**src/rtl/rggen_host_arbiter_pkg.sv**
```systemverilog
// rggen_host_arbiter_pkg: shared state encoding, response status codes and timeout counter sizing.
package rggen_host_arbiter_pkg;

    typedef enum logic {
        IDLE,
        BUSY
    } rggen_arbiter_state_e;

    localparam logic [1:0] RGGEN_STATUS_OKAY   = 2'b00;
    localparam logic [1:0] RGGEN_STATUS_SLVERR = 2'b10;

    // Counter wide enough to hold TIMEOUT_CYCLES, kept within 8..32 bits.
    function automatic int rggen_timeout_width(int cycles);
        int w;
        w = $clog2(cycles + 1);
        return (w < 8) ? 8 : (w > 32) ? 32 : w;
    endfunction

endpackage

```
**src/rtl/rggen_round_robin_selector.sv**
```systemverilog
// rggen_round_robin_selector: round-robin priority pointer and one-hot grant for the host arbiter.
module rggen_round_robin_selector #(
    parameter int REQUESTERS = 2
) (
    input  logic                  clk,
    input  logic                  rst,
    input  logic [REQUESTERS-1:0] request_i,
    input  logic                  update_i,
    output logic [REQUESTERS-1:0] grant_o
);

    localparam int PW = $clog2(REQUESTERS);

    logic [PW-1:0] ptr_q;
    logic [PW-1:0] ptr_d;
    logic [PW-1:0] idx;
    logic [PW-1:0] cand;

    always_comb begin
        grant_o = '0;
        idx     = '0;
        cand    = '0;
        // Walk from lowest to highest priority so the highest-priority request is written last.
        for (int k = REQUESTERS - 1; k >= 0; k--) begin
            cand = PW'((int'(ptr_q) + k) % REQUESTERS);
            if (request_i[cand]) idx = cand;
        end
        if (|request_i) grant_o[idx] = 1'b1;
        ptr_d = (update_i && |request_i)
              ? ((int'(idx) == REQUESTERS - 1) ? '0 : idx + 1'b1)
              : ptr_q;
    end

    always_ff @(posedge clk) begin
        if (rst) ptr_q <= '0;
        else     ptr_q <= ptr_d;
    end

endmodule

```
**src/rtl/rggen_host_arbiter.sv**
```systemverilog
// rggen_host_arbiter: round-robin sharing of one register-block local bus among several hosts,
// with response routing back to the granted host and a response timeout for forward progress.
module rggen_host_arbiter
    import rggen_host_arbiter_pkg::*;
#(
    parameter int REQUESTERS          = 2,
    parameter int DATA_WIDTH          = 32,
    parameter int LOCAL_ADDRESS_WIDTH = 8,
    parameter int TIMEOUT_CYCLES      = 64
) (
    input  logic                                           clk,
    input  logic                                           rst,
    input  logic [REQUESTERS-1:0]                          i_command_valid,
    input  logic [REQUESTERS-1:0]                          i_write,
    input  logic [REQUESTERS-1:0]                          i_read,
    input  logic [REQUESTERS-1:0][LOCAL_ADDRESS_WIDTH-1:0] i_address,
    input  logic [REQUESTERS-1:0][DATA_WIDTH-1:0]          i_write_data,
    input  logic [REQUESTERS-1:0][DATA_WIDTH-1:0]          i_write_mask,
    output logic [REQUESTERS-1:0]                          o_response_ready,
    output logic [DATA_WIDTH-1:0]                          o_read_data,
    output logic [1:0]                                     o_status,
    output logic                                           o_command_valid,
    output logic                                           o_write,
    output logic                                           o_read,
    output logic [LOCAL_ADDRESS_WIDTH-1:0]                 o_address,
    output logic [DATA_WIDTH-1:0]                          o_write_data,
    output logic [DATA_WIDTH-1:0]                          o_write_mask,
    input  logic                                           i_response_ready,
    input  logic [DATA_WIDTH-1:0]                          i_read_data,
    input  logic [1:0]                                     i_status
);

    localparam int CW = rggen_timeout_width(TIMEOUT_CYCLES);

    rggen_arbiter_state_e state_q, state_d;

    logic [REQUESTERS-1:0]          grant;
    logic [REQUESTERS-1:0]          grant_q, grant_d;
    logic                           write_q, write_d;
    logic                           read_q, read_d;
    logic [LOCAL_ADDRESS_WIDTH-1:0] address_q, address_d;
    logic [DATA_WIDTH-1:0]          wdata_q, wdata_d;
    logic [DATA_WIDTH-1:0]          wmask_q, wmask_d;
    logic [CW-1:0]                  cnt_q, cnt_d;
    logic                           start;
    logic                           timeout;
    logic                           bus_rsp;
    logic                           done;

    assign start = (state_q == IDLE) && |i_command_valid;

    rggen_round_robin_selector #(
        .REQUESTERS (REQUESTERS)
    ) u_selector (
        .clk       (clk),
        .rst       (rst),
        .request_i (i_command_valid),
        .update_i  (start),
        .grant_o   (grant)
    );

    always_comb begin
        state_d   = state_q;
        grant_d   = grant_q;
        write_d   = write_q;
        read_d    = read_q;
        address_d = address_q;
        wdata_d   = wdata_q;
        wmask_d   = wmask_q;
        cnt_d     = '0;
        timeout   = (TIMEOUT_CYCLES != 0) && (cnt_q == CW'(TIMEOUT_CYCLES - 1));
        // A reset cycle abandons the command, so it must not produce a response pulse.
        bus_rsp   = (state_q == BUSY) && !rst && i_response_ready;
        done      = (state_q == BUSY) && !rst && (i_response_ready || timeout);
        if (start) begin
            state_d = BUSY;
            grant_d = grant;
            write_d = |(i_write & grant);
            read_d  = |(i_read & grant);
            for (int r = 0; r < REQUESTERS; r++) begin
                if (grant[r]) begin
                    address_d = i_address[r];
                    wdata_d   = i_write_data[r];
                    wmask_d   = i_write_mask[r];
                end
            end
        end else if (state_q == BUSY) begin
            cnt_d   = cnt_q + 1'b1;
            state_d = done ? IDLE : BUSY;
        end
    end

    always_ff @(posedge clk) begin
        if (rst) begin
            state_q   <= IDLE;
            grant_q   <= '0;
            write_q   <= 1'b0;
            read_q    <= 1'b0;
            address_q <= '0;
            wdata_q   <= '0;
            wmask_q   <= '0;
            cnt_q     <= '0;
        end else begin
            state_q   <= state_d;
            grant_q   <= grant_d;
            write_q   <= write_d;
            read_q    <= read_d;
            address_q <= address_d;
            wdata_q   <= wdata_d;
            wmask_q   <= wmask_d;
            cnt_q     <= cnt_d;
        end
    end

    assign o_command_valid  = (state_q == BUSY);
    assign o_write          = write_q;
    assign o_read           = read_q;
    assign o_address        = address_q;
    assign o_write_data     = wdata_q;
    assign o_write_mask     = wmask_q;
    assign o_response_ready = done ? grant_q : '0;
    assign o_read_data      = bus_rsp ? i_read_data : '0;
    assign o_status         = bus_rsp ? i_status : done ? RGGEN_STATUS_SLVERR : RGGEN_STATUS_OKAY;

endmodule
```
**config.mk**
```make
export PLATFORM = sky130hd
export DESIGN_NAME = rggen_host_arbiter
export DESIGN_NICKNAME = d
export VERILOG_FILES = /design/src/rtl/rggen_host_arbiter_pkg.sv /design/src/rtl/rggen_round_robin_selector.sv /design/src/rtl/rggen_host_arbiter.sv
export SDC_FILE = /design/constraint.sdc
export NUM_CORES = 1
export LEC_CHECK = 0
export ABC_AREA = 1
export BUFFER_PORTS_ARGS = -buffer_cell sky130_fd_sc_hd__buf_2
export CAP_MARGIN = 25
export CELL_PAD_IN_SITES_DETAIL_PLACEMENT = 0
export CELL_PAD_IN_SITES_GLOBAL_PLACEMENT = 1
export CORE_UTILIZATION = 28
export CTS_BUF_LIST = sky130_fd_sc_hd__clkbuf_8
export CTS_CLUSTER_SIZE = 28
export DETAILED_ROUTE_END_ITERATION = 8
export GPL_ROUTABILITY_DRIVEN = 1
export PLACE_DENSITY_LB_ADDON = 0.12
export SLEW_MARGIN = 10
export SYNTH_ARGS = -nofsm -noshare
export SYNTH_HDL_FRONTEND = slang
export SYNTH_SLANG_ARGS = --single-unit
export TNS_END_PERCENT = 10
```
**constraint.sdc**
```tcl
create_clock -name clk -period 1.4 [get_ports clk]
set_input_delay 0.21 -clock clk [delete_from_list [all_inputs] [get_ports clk]]
set_output_delay 0.21 -clock clk [all_outputs]
set_load 0.1 [all_outputs]
```
==> results.ini <==
[drt]
dr.pass1.iters = 4
drtIter0Drc = 198
vias_per_cell = 4.57
ant_nets = 0
drc = 0
vias = 5661
wire_per_inst_um = 13.9
routed_wl_mm = 17.2

[setup_path]
path_class = register to output port
r2r_end = cnt_q[4]
endpoint_kind = output port
timing.rr.start = cnt_q[0]
path_max_fanout = 3
reg2reg_setup_slack_ps = 140
worstPathRequired_ps = 1190
start_kind = register
rr_worst_depth = 8
crit_arrival_ps = 1600

[min_path]
worstHoldEndpoint = o_read
holdPathStages = 5
holdCritPathClass = input port to register
holdCritStartpoint = i_read[1]

[synth]
yosys_warnings = 0
synth-edff-count = 0
synth_compound_area_frac = 0.0171
ys.flop_type = dfxtp_1
syn_nets = 914
yosysMostFrequentCell = nand2_1
synth_fa_ha_area_frac = 0.00271
async_flop_share = 0
synth_top_area_frac = 0.373
ys_seq_area_frac = 0.373
synthCells = 726
syn_avg_cell_area_sq_um = 6.36
synthMuxAreaShare = 0
synth_top_family_by_area = simple AND/OR/NAND/NOR gates
synthTopCellsByCount = 169 x nand2_1, 148 x nand3_1, 119 x inv_1, 86 x dfxtp_1, 73 x nand4_1
ys_ff_latch = 86
synth-simple-area-share = 0.441
synthesis.area_sq_um = 4620
yosysUniqueCellTypes = 23
yosysTopAreaCell = dfxtp_1
synth_top_cells_by_area = dfxtp_1 37%, nand3_1 16%, nand2_1 14%
synth_xor_area_frac = 0

[status]
status = finished with violations
violations = setup timing

[grt]
grt_max_degree = 63
grt_pass1_vias = 5191
grt.total_usage = 0.196
grt_pass1_wl_mm = 25.9
grt_overflow = 0
antenna_found_initial = 1

[sta]
hold_violations = 0
fmax_mhz = 553
holdWs_ps = 128
drv_slew = 0
setup_violations = 36
fin_crit_ps = 1810
layout_setup_ws_ps = -407
skew_ps = 6.34
slew_headroom = 0.654
fin_crit_sh = 1.29
worst_slew_pin_slew_ps = 523
setup_tns_ps = -12310
grt_setup_unrepaired = true

[floorplan]
die_w_um = 130
start_util = 0.289
io_pins = 298
die_h_um = 130
rows = 46
coreArea_sq_um = 16000
dieArea_sq_um = 17000

[clock_network]
cts_max_path_buffers = 2
cts_max_level = 3
clockRootBuffer = clkbuf_8
clock_latency_ps = 370
clock-sinks = 86
tritoncts = done
cts_made_buffers = 9
cts.clk_slew.worst_paths_ps = 90

[cells_and_area]
drive_gt1_frac = 0.399
syn_to_final_growth_pct = 66.0
nNetsFinal = 1205
final_area_sq_um = 7670

[power_and_ir_drop]
power.density_nw_per_um2 = 1040
vdd_drop_max_mv = 0.545
p_leak_uw = 0.00427

[placed_design]
port_buffers = 297
place_congestion = 0.751
dpl_cell_area_sq_um = 7310
dp_hpwl_mm = 12.6

[run]
cap_violations = 0

==> what timing repair did <==
action,in CTS,in global routing
pin swaps,7,10
buffers inserted,4,4
gates cloned,0,1
hold buffers,0,0
setup endpoints to repair,37,53
gates resized for setup,13,16
==> worst max-delay path, cell delays in order, from the launching register on <==
cell	delay, ps
dfxtp_2	360
ha_4	150
nand2_4	50
nor2_4	90
nand3_2	80
nand2_2	90
nand2_4	90
nor2_4	140
buf_12	180
==> per-stage QoR <==
step                      setup slack (ps)  cells  power [uW]  utilization
final                                 -407   1239        7950        0.479
after global routing                  -482   1238        8350        0.479
after CTS                             -467   1233        8030        0.473
after detailed placement              -277   1213        6270        0.457
after global placement                -289   1213        6270        0.457
after floorplan                       -408    726        5350            -
==> cell usage in the layout (no fill, tap or decap) <==
| master | Yosys | final |
|---|---|---|
| clkbuf_4 | 0 | 16 |
| o21ai_4 | 0 | 1 |
| clkbuf_8 | 0 | 9 |
| o21ai_0 | 2 | 2 |
| nand2_4 | 0 | 3 |
| nand3_1 | 148 | 147 |
| dfxtp_4 | 0 | 1 |
| buf_2 | 17 | 244 |
| nand2_1 | 169 | 165 |
| ha_4 | 0 | 1 |
| nand3_2 | 0 | 1 |
| inv_1 | 119 | 121 |
| nor2_4 | 0 | 38 |
| diode_2 | 0 | 1 |
| nand3b_1 | 1 | 1 |
| dfxtp_2 | 0 | 2 |
| nand4_1 | 73 | 73 |
| buf_4 | 6 | 29 |
| a21oi_4 | 0 | 1 |
| nand2_2 | 1 | 2 |
| bufinv_16 | 0 | 1 |
| nor3_1 | 1 | 1 |
| buf_12 | 0 | 48 |
| a31oi_1 | 1 | 1 |
| nor2_1 | 48 | 11 |
| clkbuf_16 | 0 | 1 |
| clkinv_2 | 0 | 4 |
| dfxtp_1 | 86 | 83 |
| inv_2 | 6 | 5 |
| inv_4 | 0 | 1 |
| o21ai_1 | 1 | 1 |
| a21oi_1 | 8 | 8 |
==> registers in the layout, summed over array words and instances (netlist names) <==
signal,cells
u_selector.ptr_q,1
o_read,1
o_address,8
grant_q,2
o_write_data,32
o_write_mask,32
o_write,1
cnt_q,8
o_command_valid,1
==> worst max-delay path by stage <==
stage | from | endpoint | slack (ps)
2_1_floorplan | o_command_valid | o_read_data[12] | -410
3_3_place_gp | cnt_q[0] | o_status[1] | -290
3_5_place_dp | cnt_q[0] | o_response_ready[0] | -280
4_1_cts | cnt_q[1] | o_status[1] | -470
5_1_grt | cnt_q[0] | o_response_ready[0] | -480
6_report | cnt_q[0] | o_response_ready[0] | -410
==> layout make-up <==
cell class / count / area, sq um
timing repair buffer: 338 / 2540
multi-input combinational: 457 / 2470
antenna: 1 / 2.50
sequential: 86 / 1730
clock inverter: 7 / 57.6
clock buffer: 9 / 124
tap: 216 / 270
inverter: 125 / 472
fill: 1696 / 8330
==> logic make-up after synthesis <==
kind of cell             Yosys count
AND/OR/NAND/NOR                  442
buffers and inverters            183
flip-flops                        86
AO/OA/AOI/OAI                     14
adder cells (fa/ha/maj)            1
==> metal layers <==
metal / vias up / global-route usage / wire, um
met4: 2 / 0.0784 / 354
met5: - / 0 / 13
met3: 22 / 0.0533 / 1490
met1: 2529 / 0.220 / 6850
li1: 2904 / - / -
met2: 204 / 0.351 / 8540
==> where the power goes <==
| part | internal, uW | switching (uW) |
|---|---|---|
| clock network | 801 | 916 |
| registers | 2650 | 104 |
| logic | 889 | 2590 |
Power figures use the tool's default switching activity.
